--- config.mk ---
export PLATFORM = sky130hd
export DESIGN_NAME = mem_arb_flat
export DESIGN_NICKNAME = d
export VERILOG_FILES = /design/src/rtl/mem_arb_pkg.sv /design/src/rtl/mem_arb_if.sv /design/src/rtl/mem_arb_outst_cnt.sv /design/src/rtl/mem_arb.sv /design/src/flat_wrapper.sv
export SDC_FILE = /design/constraint.sdc
export NUM_CORES = 1
export LEC_CHECK = 0
export BUFFER_PORTS_ARGS = -buffer_cell sky130_fd_sc_hd__buf_4
export CAP_MARGIN = 30
export CORE_AREA = 2 2 122 124
export CTS_BUF_LIST = sky130_fd_sc_hd__clkbuf_4
export CTS_CLUSTER_SIZE = 12
export DETAILED_ROUTE_END_ITERATION = 7
export DIE_AREA = 0 0 124 126
export GPL_TIMING_DRIVEN = 0
export PLACE_DENSITY_LB_ADDON = 0.15
export SYNTH_ARGS = -nofsm -noshare
export SYNTH_HDL_FRONTEND = slang
export SYNTH_SLANG_ARGS = --single-unit
--- constraint.sdc ---
create_clock -name clk_i -period 1.5 [get_ports clk_i]
set_clock_uncertainty 0.1 [all_clocks]
set_input_delay 0 -clock clk_i [delete_from_list [all_inputs] [get_ports clk_i]]
set_output_delay 0 -clock clk_i [all_outputs]
set_load 0.03 [all_outputs]
--- src/rtl/mem_arb_pkg.sv ---
// Shared types and constants for the two-master Wishbone arbiter.
// MEM_ARB_ROUND_ROBIN_EN (optional) swaps fixed ls priority for round-robin tie-breaking.
package mem_arb_pkg;

  localparam int WB_ADR_W        = 32;
  localparam int WB_DAT_W        = 32;
  localparam int WB_SEL_W        = 4;
  localparam int DEFAULT_OUTST_W = 2;

  localparam logic [1:0] GNT_NONE = 2'b00;
  localparam logic [1:0] GNT_IF   = 2'b01;
  localparam logic [1:0] GNT_LS   = 2'b10;

  typedef enum logic [1:0] {
    ARB_IDLE,
    ARB_GNT_IF,
    ARB_GNT_LS
  } arb_state_t;

  function automatic logic [1:0] state_grant(input arb_state_t s);
    case (s)
      ARB_GNT_IF: return GNT_IF;
      ARB_GNT_LS: return GNT_LS;
      default:    return GNT_NONE;
    endcase
  endfunction

  // ls wins a tie unless if_first says the fetch port is owed the bus
  function automatic arb_state_t arb_pick(input logic if_req, input logic ls_req,
                                          input logic if_first);
    if (ls_req && !(if_first && if_req)) return ARB_GNT_LS;
    else if (if_req)                     return ARB_GNT_IF;
    else                                 return ARB_IDLE;
  endfunction

endpackage

--- src/rtl/mem_arb_if.sv ---
// Wishbone B4 pipelined link; master drives the request side, slave answers.
interface mem_arb_if;
  import mem_arb_pkg::*;

  logic [WB_ADR_W-1:0] adr;
  logic [WB_DAT_W-1:0] dat_w;
  logic [WB_DAT_W-1:0] dat_r;
  logic [WB_SEL_W-1:0] sel;
  logic                we;
  logic                stb;
  logic                cyc;
  logic                ack;
  logic                stall;

  modport master (
    output adr, dat_w, sel, we, stb, cyc,
    input  dat_r, ack, stall
  );

  modport slave (
    input  adr, dat_w, sel, we, stb, cyc,
    output dat_r, ack, stall
  );

endinterface

--- src/rtl/mem_arb_outst_cnt.sv ---
// Saturating up/down counter of bus requests issued but not yet acknowledged.
module mem_arb_outst_cnt #(
  parameter int W = 2
) (
  input  logic clk_i,
  input  logic rst_ni,
  input  logic i_inc,
  input  logic i_dec,
  output logic o_full,
  output logic o_empty
);

  localparam logic [W-1:0] CNT_MAX = '1;

  logic [W-1:0] r_count;

  always_ff @(posedge clk_i) begin
    if (!rst_ni) begin
      r_count <= '0;
    end else if (i_inc && !i_dec && r_count != CNT_MAX) begin
      r_count <= r_count + 1'b1;
    end else if (i_dec && !i_inc && r_count != '0) begin
      r_count <= r_count - 1'b1;
    end
  end

  assign o_full  = (r_count == CNT_MAX);
  assign o_empty = (r_count == '0);

endmodule

--- src/rtl/mem_arb.sv ---
// Two-master Wishbone B4 pipelined arbiter (fetch + load/store onto one bus).
// Define MEM_ARB_ROUND_ROBIN_EN to break ties against the most recent owner.
module mem_arb
  import mem_arb_pkg::*;
#(
  parameter int OUTST_W = DEFAULT_OUTST_W
) (
  input  logic       clk_i,
  input  logic       rst_ni,
  mem_arb_if.slave   if_wb,
  mem_arb_if.slave   ls_wb,
  mem_arb_if.master  wb,
  output logic [1:0] grant_o
);

  arb_state_t r_state;
  logic [1:0] r_grant;
  arb_state_t w_pick;
  logic       w_if_first;
  logic       w_own_if;
  logic       w_own_ls;
  logic       w_owner_cyc;
  logic       w_owner_stb;
  logic       w_full;
  logic       w_empty;
  logic       w_inc;
  logic       w_dec;

`ifdef MEM_ARB_ROUND_ROBIN_EN
  logic r_last_ls;
  assign w_if_first = r_last_ls;
`else
  assign w_if_first = 1'b0;
`endif

  assign w_pick   = arb_pick(if_wb.cyc, ls_wb.cyc, w_if_first);
  assign w_own_if = (r_grant == GNT_IF);
  assign w_own_ls = (r_grant == GNT_LS);
  assign grant_o  = r_grant;

  always_ff @(posedge clk_i) begin
    if (!rst_ni) begin
      r_state <= ARB_IDLE;
      r_grant <= GNT_NONE;
`ifdef MEM_ARB_ROUND_ROBIN_EN
      r_last_ls <= 1'b0;
`endif
    end else begin
      case (r_state)
        ARB_IDLE: begin
          r_state <= w_pick;
          r_grant <= state_grant(w_pick);
        end
        ARB_GNT_IF: begin
          // Re-arbitrate on release so a waiting ls takes over without an idle cycle
          if (!if_wb.cyc && w_empty) begin
            r_state <= w_pick;
            r_grant <= state_grant(w_pick);
`ifdef MEM_ARB_ROUND_ROBIN_EN
            r_last_ls <= 1'b0;
`endif
          end
        end
        ARB_GNT_LS: begin
          if (!ls_wb.cyc && w_empty) begin
            r_state <= w_pick;
            r_grant <= state_grant(w_pick);
`ifdef MEM_ARB_ROUND_ROBIN_EN
            r_last_ls <= 1'b1;
`endif
          end
        end
        default: begin
          r_state <= ARB_IDLE;
          r_grant <= GNT_NONE;
        end
      endcase
    end
  end

  always_comb begin
    wb.adr      = '0;
    wb.dat_w    = '0;
    wb.sel      = '0;
    wb.we       = 1'b0;
    w_owner_cyc = 1'b0;
    w_owner_stb = 1'b0;
    if (w_own_if) begin
      wb.adr      = if_wb.adr;
      wb.dat_w    = if_wb.dat_w;
      wb.sel      = if_wb.sel;
      wb.we       = if_wb.we;
      w_owner_cyc = if_wb.cyc;
      w_owner_stb = if_wb.stb;
    end else if (w_own_ls) begin
      wb.adr      = ls_wb.adr;
      wb.dat_w    = ls_wb.dat_w;
      wb.sel      = ls_wb.sel;
      wb.we       = ls_wb.we;
      w_owner_cyc = ls_wb.cyc;
      w_owner_stb = ls_wb.stb;
    end
  end

  // cyc stays up after the owner lets go so in-flight acks still land
  assign wb.cyc = w_owner_cyc | ((r_grant != GNT_NONE) & ~w_empty);
  assign wb.stb = w_owner_stb & ~w_full;

  assign if_wb.dat_r = wb.dat_r;
  assign if_wb.ack   = w_own_if & wb.ack;
  assign if_wb.stall = ~w_own_if | wb.stall | w_full;

  assign ls_wb.dat_r = wb.dat_r;
  assign ls_wb.ack   = w_own_ls & wb.ack;
  assign ls_wb.stall = ~w_own_ls | wb.stall | w_full;

  assign w_inc = wb.stb & ~wb.stall;
  assign w_dec = wb.ack;

  mem_arb_outst_cnt #(
    .W (OUTST_W)
  ) u_outst_cnt (
    .clk_i   (clk_i),
    .rst_ni  (rst_ni),
    .i_inc   (w_inc),
    .i_dec   (w_dec),
    .o_full  (w_full),
    .o_empty (w_empty)
  );

endmodule

--- src/flat_wrapper.sv ---
// flat-port wrapper written by rule: the top's interface ports become plain ports
module mem_arb_flat import mem_arb_pkg::*;
#(
  parameter int OUTST_W = DEFAULT_OUTST_W
)
  (clk_i, rst_ni, grant_o, if_wb_adr, if_wb_dat_w, if_wb_sel, if_wb_we, if_wb_stb, if_wb_cyc, if_wb_dat_r, if_wb_ack, if_wb_stall, ls_wb_adr, ls_wb_dat_w, ls_wb_sel, ls_wb_we, ls_wb_stb, ls_wb_cyc, ls_wb_dat_r, ls_wb_ack, ls_wb_stall, wb_adr, wb_dat_w, wb_sel, wb_we, wb_stb, wb_cyc, wb_dat_r, wb_ack, wb_stall);
  mem_arb_if if_wb_i ();
  mem_arb_if ls_wb_i ();
  mem_arb_if wb_i ();
  input  logic clk_i;
  input  logic rst_ni;
  output logic [1:0] grant_o;
  input wire logic [$bits(if_wb_i.adr)-1:0] if_wb_adr;
  input wire logic [$bits(if_wb_i.dat_w)-1:0] if_wb_dat_w;
  input wire logic [$bits(if_wb_i.sel)-1:0] if_wb_sel;
  input wire logic [$bits(if_wb_i.we)-1:0] if_wb_we;
  input wire logic [$bits(if_wb_i.stb)-1:0] if_wb_stb;
  input wire logic [$bits(if_wb_i.cyc)-1:0] if_wb_cyc;
  output wire logic [$bits(if_wb_i.dat_r)-1:0] if_wb_dat_r;
  output wire logic [$bits(if_wb_i.ack)-1:0] if_wb_ack;
  output wire logic [$bits(if_wb_i.stall)-1:0] if_wb_stall;
  input wire logic [$bits(ls_wb_i.adr)-1:0] ls_wb_adr;
  input wire logic [$bits(ls_wb_i.dat_w)-1:0] ls_wb_dat_w;
  input wire logic [$bits(ls_wb_i.sel)-1:0] ls_wb_sel;
  input wire logic [$bits(ls_wb_i.we)-1:0] ls_wb_we;
  input wire logic [$bits(ls_wb_i.stb)-1:0] ls_wb_stb;
  input wire logic [$bits(ls_wb_i.cyc)-1:0] ls_wb_cyc;
  output wire logic [$bits(ls_wb_i.dat_r)-1:0] ls_wb_dat_r;
  output wire logic [$bits(ls_wb_i.ack)-1:0] ls_wb_ack;
  output wire logic [$bits(ls_wb_i.stall)-1:0] ls_wb_stall;
  output wire logic [$bits(wb_i.adr)-1:0] wb_adr;
  output wire logic [$bits(wb_i.dat_w)-1:0] wb_dat_w;
  output wire logic [$bits(wb_i.sel)-1:0] wb_sel;
  output wire logic [$bits(wb_i.we)-1:0] wb_we;
  output wire logic [$bits(wb_i.stb)-1:0] wb_stb;
  output wire logic [$bits(wb_i.cyc)-1:0] wb_cyc;
  input wire logic [$bits(wb_i.dat_r)-1:0] wb_dat_r;
  input wire logic [$bits(wb_i.ack)-1:0] wb_ack;
  input wire logic [$bits(wb_i.stall)-1:0] wb_stall;
  assign if_wb_i.adr = if_wb_adr;
  assign if_wb_i.dat_w = if_wb_dat_w;
  assign if_wb_i.sel = if_wb_sel;
  assign if_wb_i.we = if_wb_we;
  assign if_wb_i.stb = if_wb_stb;
  assign if_wb_i.cyc = if_wb_cyc;
  assign if_wb_dat_r = if_wb_i.dat_r;
  assign if_wb_ack = if_wb_i.ack;
  assign if_wb_stall = if_wb_i.stall;
  assign ls_wb_i.adr = ls_wb_adr;
  assign ls_wb_i.dat_w = ls_wb_dat_w;
  assign ls_wb_i.sel = ls_wb_sel;
  assign ls_wb_i.we = ls_wb_we;
  assign ls_wb_i.stb = ls_wb_stb;
  assign ls_wb_i.cyc = ls_wb_cyc;
  assign ls_wb_dat_r = ls_wb_i.dat_r;
  assign ls_wb_ack = ls_wb_i.ack;
  assign ls_wb_stall = ls_wb_i.stall;
  assign wb_adr = wb_i.adr;
  assign wb_dat_w = wb_i.dat_w;
  assign wb_sel = wb_i.sel;
  assign wb_we = wb_i.we;
  assign wb_stb = wb_i.stb;
  assign wb_cyc = wb_i.cyc;
  assign wb_i.dat_r = wb_dat_r;
  assign wb_i.ack = wb_ack;
  assign wb_i.stall = wb_stall;
  mem_arb #(.OUTST_W(OUTST_W)) u_core (.clk_i(clk_i), .rst_ni(rst_ni), .if_wb(if_wb_i), .ls_wb(ls_wb_i), .wb(wb_i), .grant_o(grant_o));
endmodule
* After elaboration in Yosys (flattened, before gate mapping)
Cells that the tools add are included.
** Word-level totals
- Register bits :: 6
- Input port bits :: 178
- Output and inout bits :: 141
- Logic and storage cells :: 69
** Operators by class
- Add/subtract/negate cells :: 2
- Eq/ne operators :: 10
- Mux-type cells :: 23
- Bitwise logic cells :: 15
- Reduce and logical (&&, ||, !) cells :: 16
** Operators with widths (number)
- $mux 32 :: 4
- $mux 2 :: 7
- $pmux 2 s3 :: 2
- $eq 2x2->1 const B :: 4
- $mux 4 :: 2
- $mux 1 :: 7
- $eq 2x1->1 const B :: 3
- $logic_and 1x1->1 :: 6
- $reduce_bool 2->1 :: 3
- $and 1x1->1 :: 5
- $not 1->1 :: 5
- $or 1x1->1 :: 5
- $logic_not 1->1 :: 4
- $logic_not 2->1 :: 2
- $ne 2x1->1 const B :: 2
- $pmux 2 s2 :: 1
- $add 2x1->2 const B :: 1
- $ne 2x2->1 const B :: 1
- $reduce_and 2->1 :: 1
- $sub 2x1->2 const B :: 1

* Logic depth before layout (Yosys ltp)
- Word-level depth :: 10
- Depth in mapped cells :: 5
- Mapped depth without buffers :: 3

* By module
From an unflattened synthesis, not the netlist that was laid out.
** Second synthesis, totals
- Cell total of the unflattened synthesis :: 197
- Area, all modules :: 1715.4 um^2
** By module, submodules not included
- mem_arb :: times used 1, cells an instance 183, area an instance 1596.5 um^2, seq. area each 60.1 um^2
- mem_arb_outst_cnt :: times used 1, cells an instance 14, area an instance 118.9 um^2, seq. area each 40.0 um^2

* Worst setup path after synthesis
OpenSTA, ideal clock, no wires.
- Path type :: reg-to-output
- Start :: reg u_core.r_grant[1] (netlist: u_core.grant_o[1])
- End :: out wb_stb
- Arrival :: 1.441 ns
- Required time :: 1.400 ns
- Setup slack :: -0.041 ns
- Cell stages (with the launch flop) :: 5
- Path buffers :: 1
- Cells stage by stage :: dfxtp_1 > nor2b_1 > buf_4 > a22oi_1 > a21oi_1
** On the way
- Longest elaborated chain between the ends :: 4
- Elaborated cells on any way between the ends :: 5
- Those cells by class :: eq/ne (2); mux (2); bitwise (1)
** Ends and longest elaborated chain
- from (decl) :: line mem_arb.sv:17 : logic [1:0] r_grant;
- from (signal assigned) :: line mem_arb.sv:52 : r_grant <= state_grant(w_pick);
- from (signal assigned) :: line mem_arb.sv:58 : r_grant <= state_grant(w_pick);
- from (signal assigned) :: line mem_arb.sv:67 : r_grant <= state_grant(w_pick);
- $eq 2x2->1 :: line mem_arb.sv:38 : assign w_own_ls = (r_grant == GNT_LS);
- $mux 1 :: line mem_arb.sv:95 : end else if (w_own_ls) begin
- $mux 1 * :: line mem_arb.sv:88 : if (w_own_if) begin
- $and 1x1->1 * :: line mem_arb.sv:107 : assign wb.stb = w_owner_stb & ~w_full;
- to (decl) :: line flat_wrapper.sv:35 : output wire logic [$bits(wb_i.stb)-1:0] wb_stb;
Every way passes the cells marked *; elsewhere a longest branch is shown, timed or not.

* Worst setup path in the final report
- Start :: reg u_core.r_grant[0] (netlist: u_core.grant_o[0])
- End :: out wb_dat_w[25]
** On the way
- Longest elaborated chain between the ends :: 3
- Elaborated cells on any way between the ends :: 4
- Those cells by class :: eq/ne (2); mux (2)
** Ends and longest elaborated chain
- $eq 2x2->1 :: line mem_arb.sv:38
- $mux 32 :: line mem_arb.sv:95
- $mux 32 * :: line mem_arb.sv:88
- to (decl) :: line flat_wrapper.sv:32 : output wire logic [$bits(wb_i.dat_w)-1:0] wb_dat_w;
Marks and branches as above.

==> results.cfg <==
[job]
max_cap_viol_count = 0

[place]
hpwlAfterDp_um = 9010
gp_congestion = 0.772
port-buffer-count = 285

[die]
rows = 44
fp.dieArea_sq_um = 15600
initial_core_util_pct = 11.2
die_w_um = 124
coreArea_sq_um = 14300
num_io_pins = 319
chipHeight_um = 126

[synthesis]
synth.avg_cell_area_sq_um = 7.89
ys_ff_latch = 5
yosysTopAreaCell = a22o_1
syn_inst = 203
synthTopCellsByArea = a22o_1 (38%), buf_4 (35%), dfxtp_1 (6.3%), buf_2 (3.1%), a21oi_1 (1.6%)
yosysUniqueCellTypes = 31
syn_nets = 381
yosys_warnings = 0
yosysTopAreaCellShare_pct = 38.3
ys_seq_area_share_pct = 6.25
syn-cell-area_sq_um = 1600

[global_routing]
grt_overflow = 0
use_met1_pct = 13.8
first_global_vias = 2672
grt_pass1_wl_um = 14800
grtUsageMet2_pct = 24.2
antenna_found_initial = 0
grt_max_degree = 11
busiest_layer = met2
grt_use_met3_pct = 1.77
grt_use_total_pct = 12.2

[power_and_ir_drop]
p_comb_share_pct = 86.4
seqPwrFrac_pct = 6.3
p_per_area_nw_per_um2 = 520
total_power_w = 0.00237
p_leak_nw = 2.40
p_sw_w = 0.00106
ir_drop_v = 0.000360
swShare_pct = 44.9
p_int_w = 0.00131
p_clk_share_pct = 7.3

[setup_path]
critical_path_buf_inv_count = 4
startpoint_type = register
cp_top_family = buffers and inverters
crit_required_ps = 1400
crit_path_end_kind = primary output
critPathSlowestCell = dfxtp_2
crit_top_cell = buf_6
path_depth = 6
cp.arrival_ps = 1470
critPathMaxFanout = 10
path_cells = buf_6 -> nor2b_4 -> buf_12 -> buf_6 -> a22o_1 -> buf_6
r2r_cells = 5
max_stage_delay_ps = 320
crit_type = reg2out

[sta]
setup_ws_ps = -66.3
worstMarginPinSlew_ps = 357
finalCriticalPeriod_ps = 1570
max_freq_mhz = 638
hold_ws_ps = 27.3
fin_crit_sh_pct = 104
rsz0062_at_grt = true
hold_viol = 0
setup_viol = 47
slew_violations = 0
relSlewSlack_pct = 76.2

[finish]
n_antenna_cell = 0
area_delta_synth_final_pct = 184
seqCellArea_sq_um = 105
drive_above_1_share_pct = 78.2
multiInputGateArea_sq_um = 916
finalNetCount = 683
layout_commonest_cell = buf_4
layout_common_cells = buf_4 (296), buf_6 (71), a22o_1 (68)
nFillCells = 1521
fin_util_pct = 31.8

[drt]
viasPerCell = 3.97
via_count = 2728
drtIter0Drc = 66
drtAntennaViolNets = 0
wl_per_cell_um = 15.9
drt_first_pass_iters = 4
drc = 0
wirelength_um = 10900

[hold_path]
hp-class = in2reg
hold_depth = 2

[status]
violations = setup timing
status = finished, violations left

[clock_network]
clkSlewWorstSetupHoldPaths_ps = 40
cts.path.max_buffers = 2
clk_latency_ps = 240
htree_levels = 1
cts_inserted_buffers = 3
cts_tree = done
cts_sinks = 5
cts_root_buf = clkbuf_4
-- cells in the mapped netlist --
| master | instances |
|---|---|
| and4bb_2 | 1 |
| and4_1 | 1 |
| and4b_1 | 1 |
| nor3b_1 | 1 |
| dfxtp_1 | 5 |
| o21a_1 | 2 |
| a22o_1 | 70 |
| nor4_1 | 1 |
| o21ai_0 | 4 |
| nand4b_1 | 1 |
| a211o_1 | 1 |
| buf_4 | 74 |
| buf_2 | 10 |
| nand4_1 | 1 |
| a21oi_1 | 5 |
| and4bb_1 | 1 |
| a21boi_1 | 1 |
| and2_1 | 2 |
| nor2b_1 | 3 |
| o221ai_1 | 1 |
| clkbuf_1 | 1 |
| nand2_1 | 3 |
| nand2b_1 | 1 |
| nand3_1 | 1 |
| nor2_1 | 1 |
| o2bb2ai_1 | 1 |
| o31ai_2 | 1 |
| a22oi_1 | 1 |
| inv_1 | 4 |
| o22ai_1 | 2 |
| nand3b_1 | 1 |
-- flip-flops by register name (all words and copies together), names as in the netlist --
| signal | cells |
|---|---|
| u_core.grant_o | 2 |
| u_core.u_outst_cnt.r_count | 2 |
| u_core.r_state | 1 |
-- what timing repair did --
| item | 4_1_cts | 5_1_grt |
|---|---|---|
| endpoints found under the setup margin | 74 | 73 |
| setup buffers | 5 | 0 |
| resized for setup | 103 | 9 |
| hold buffers | 1 | 0 |
| pin swaps | 6 | 6 |
| cloned | 4 | 2 |
| hold endpoints to repair | 1 | 0 |
-- stage by stage --
| step | instances | instance area (sq um) | worst slack, ps | TNS, ps |
|---|---|---|---|---|
| after global routing | 688 | 4550 | -121 | -6250 |
| after floorplan | 203 | 1610 | 62.1 | 0 |
| after detailed placement | 672 | 3980 | -94.0 | -951 |
| after CTS | 686 | 4460 | -70.3 | -1820 |
| after global placement | 672 | 3980 | -65.2 | -324 |
| final | 688 | 4550 | -66.3 | -866 |
-- final timing paths --
check | endpoint | start | slack (ps)
setup / recovery | wb_dat_w[25] | u_core.grant_o[0] | -70
hold / removal | u_core.grant_o[0] | rst_ni | 30
setup reg to reg | u_core.u_outst_cnt.r_count[0] | u_core.grant_o[0] | 140
hold reg to reg | u_core.grant_o[1] | u_core.r_state[1] | 470
-- kinds of logic (layout without fill, tap and decap cells) --
| family | count (synthesis) | count (layout) | share of synthesized area [%] |
|---|---|---|---|
| flip-flops | 5 | 5 | 6.25 |
| AND/OR/NAND/NOR | 20 | 20 | 8.59 |
| AO/OA/AOI/OAI | 89 | 89 | 46.2 |
| buffers and inverters | 89 | 390 | 39.0 |
-- power by group through the flow --
| stage | combinational [W] | clock (W) | sequential [W] |
|---|---|---|---|
| floorplan | 0.000997 | 0 | 0.000153 |
| global placement | 0.00179 | 0 | 0.000152 |
| detailed placement | 0.00179 | 0 | 0.000152 |
| CTS | 0.00202 | 0.000176 | 0.000149 |
| global route | 0.00215 | 0.000188 | 0.000151 |
| finish | 0.00205 | 0.000173 | 0.000149 |
-- final cells by class --
class,instances,share of cell area (%)
flip-flops and latches,5,2.31
clock buffers,4,0.659
inverters,4,0.330
repair buffers,297,55.3
well taps,184,5.05
multi-input cells,109,20.1
plain buffers,85,16.2
-- per-layer routing --
metal	vias to the layer above	wire, um
li1	1314	-
met1	1255	3970
met2	149	5960
met3	10	882
met4	0	95
met5	-	0
Power figures use the tool's default switching activity.
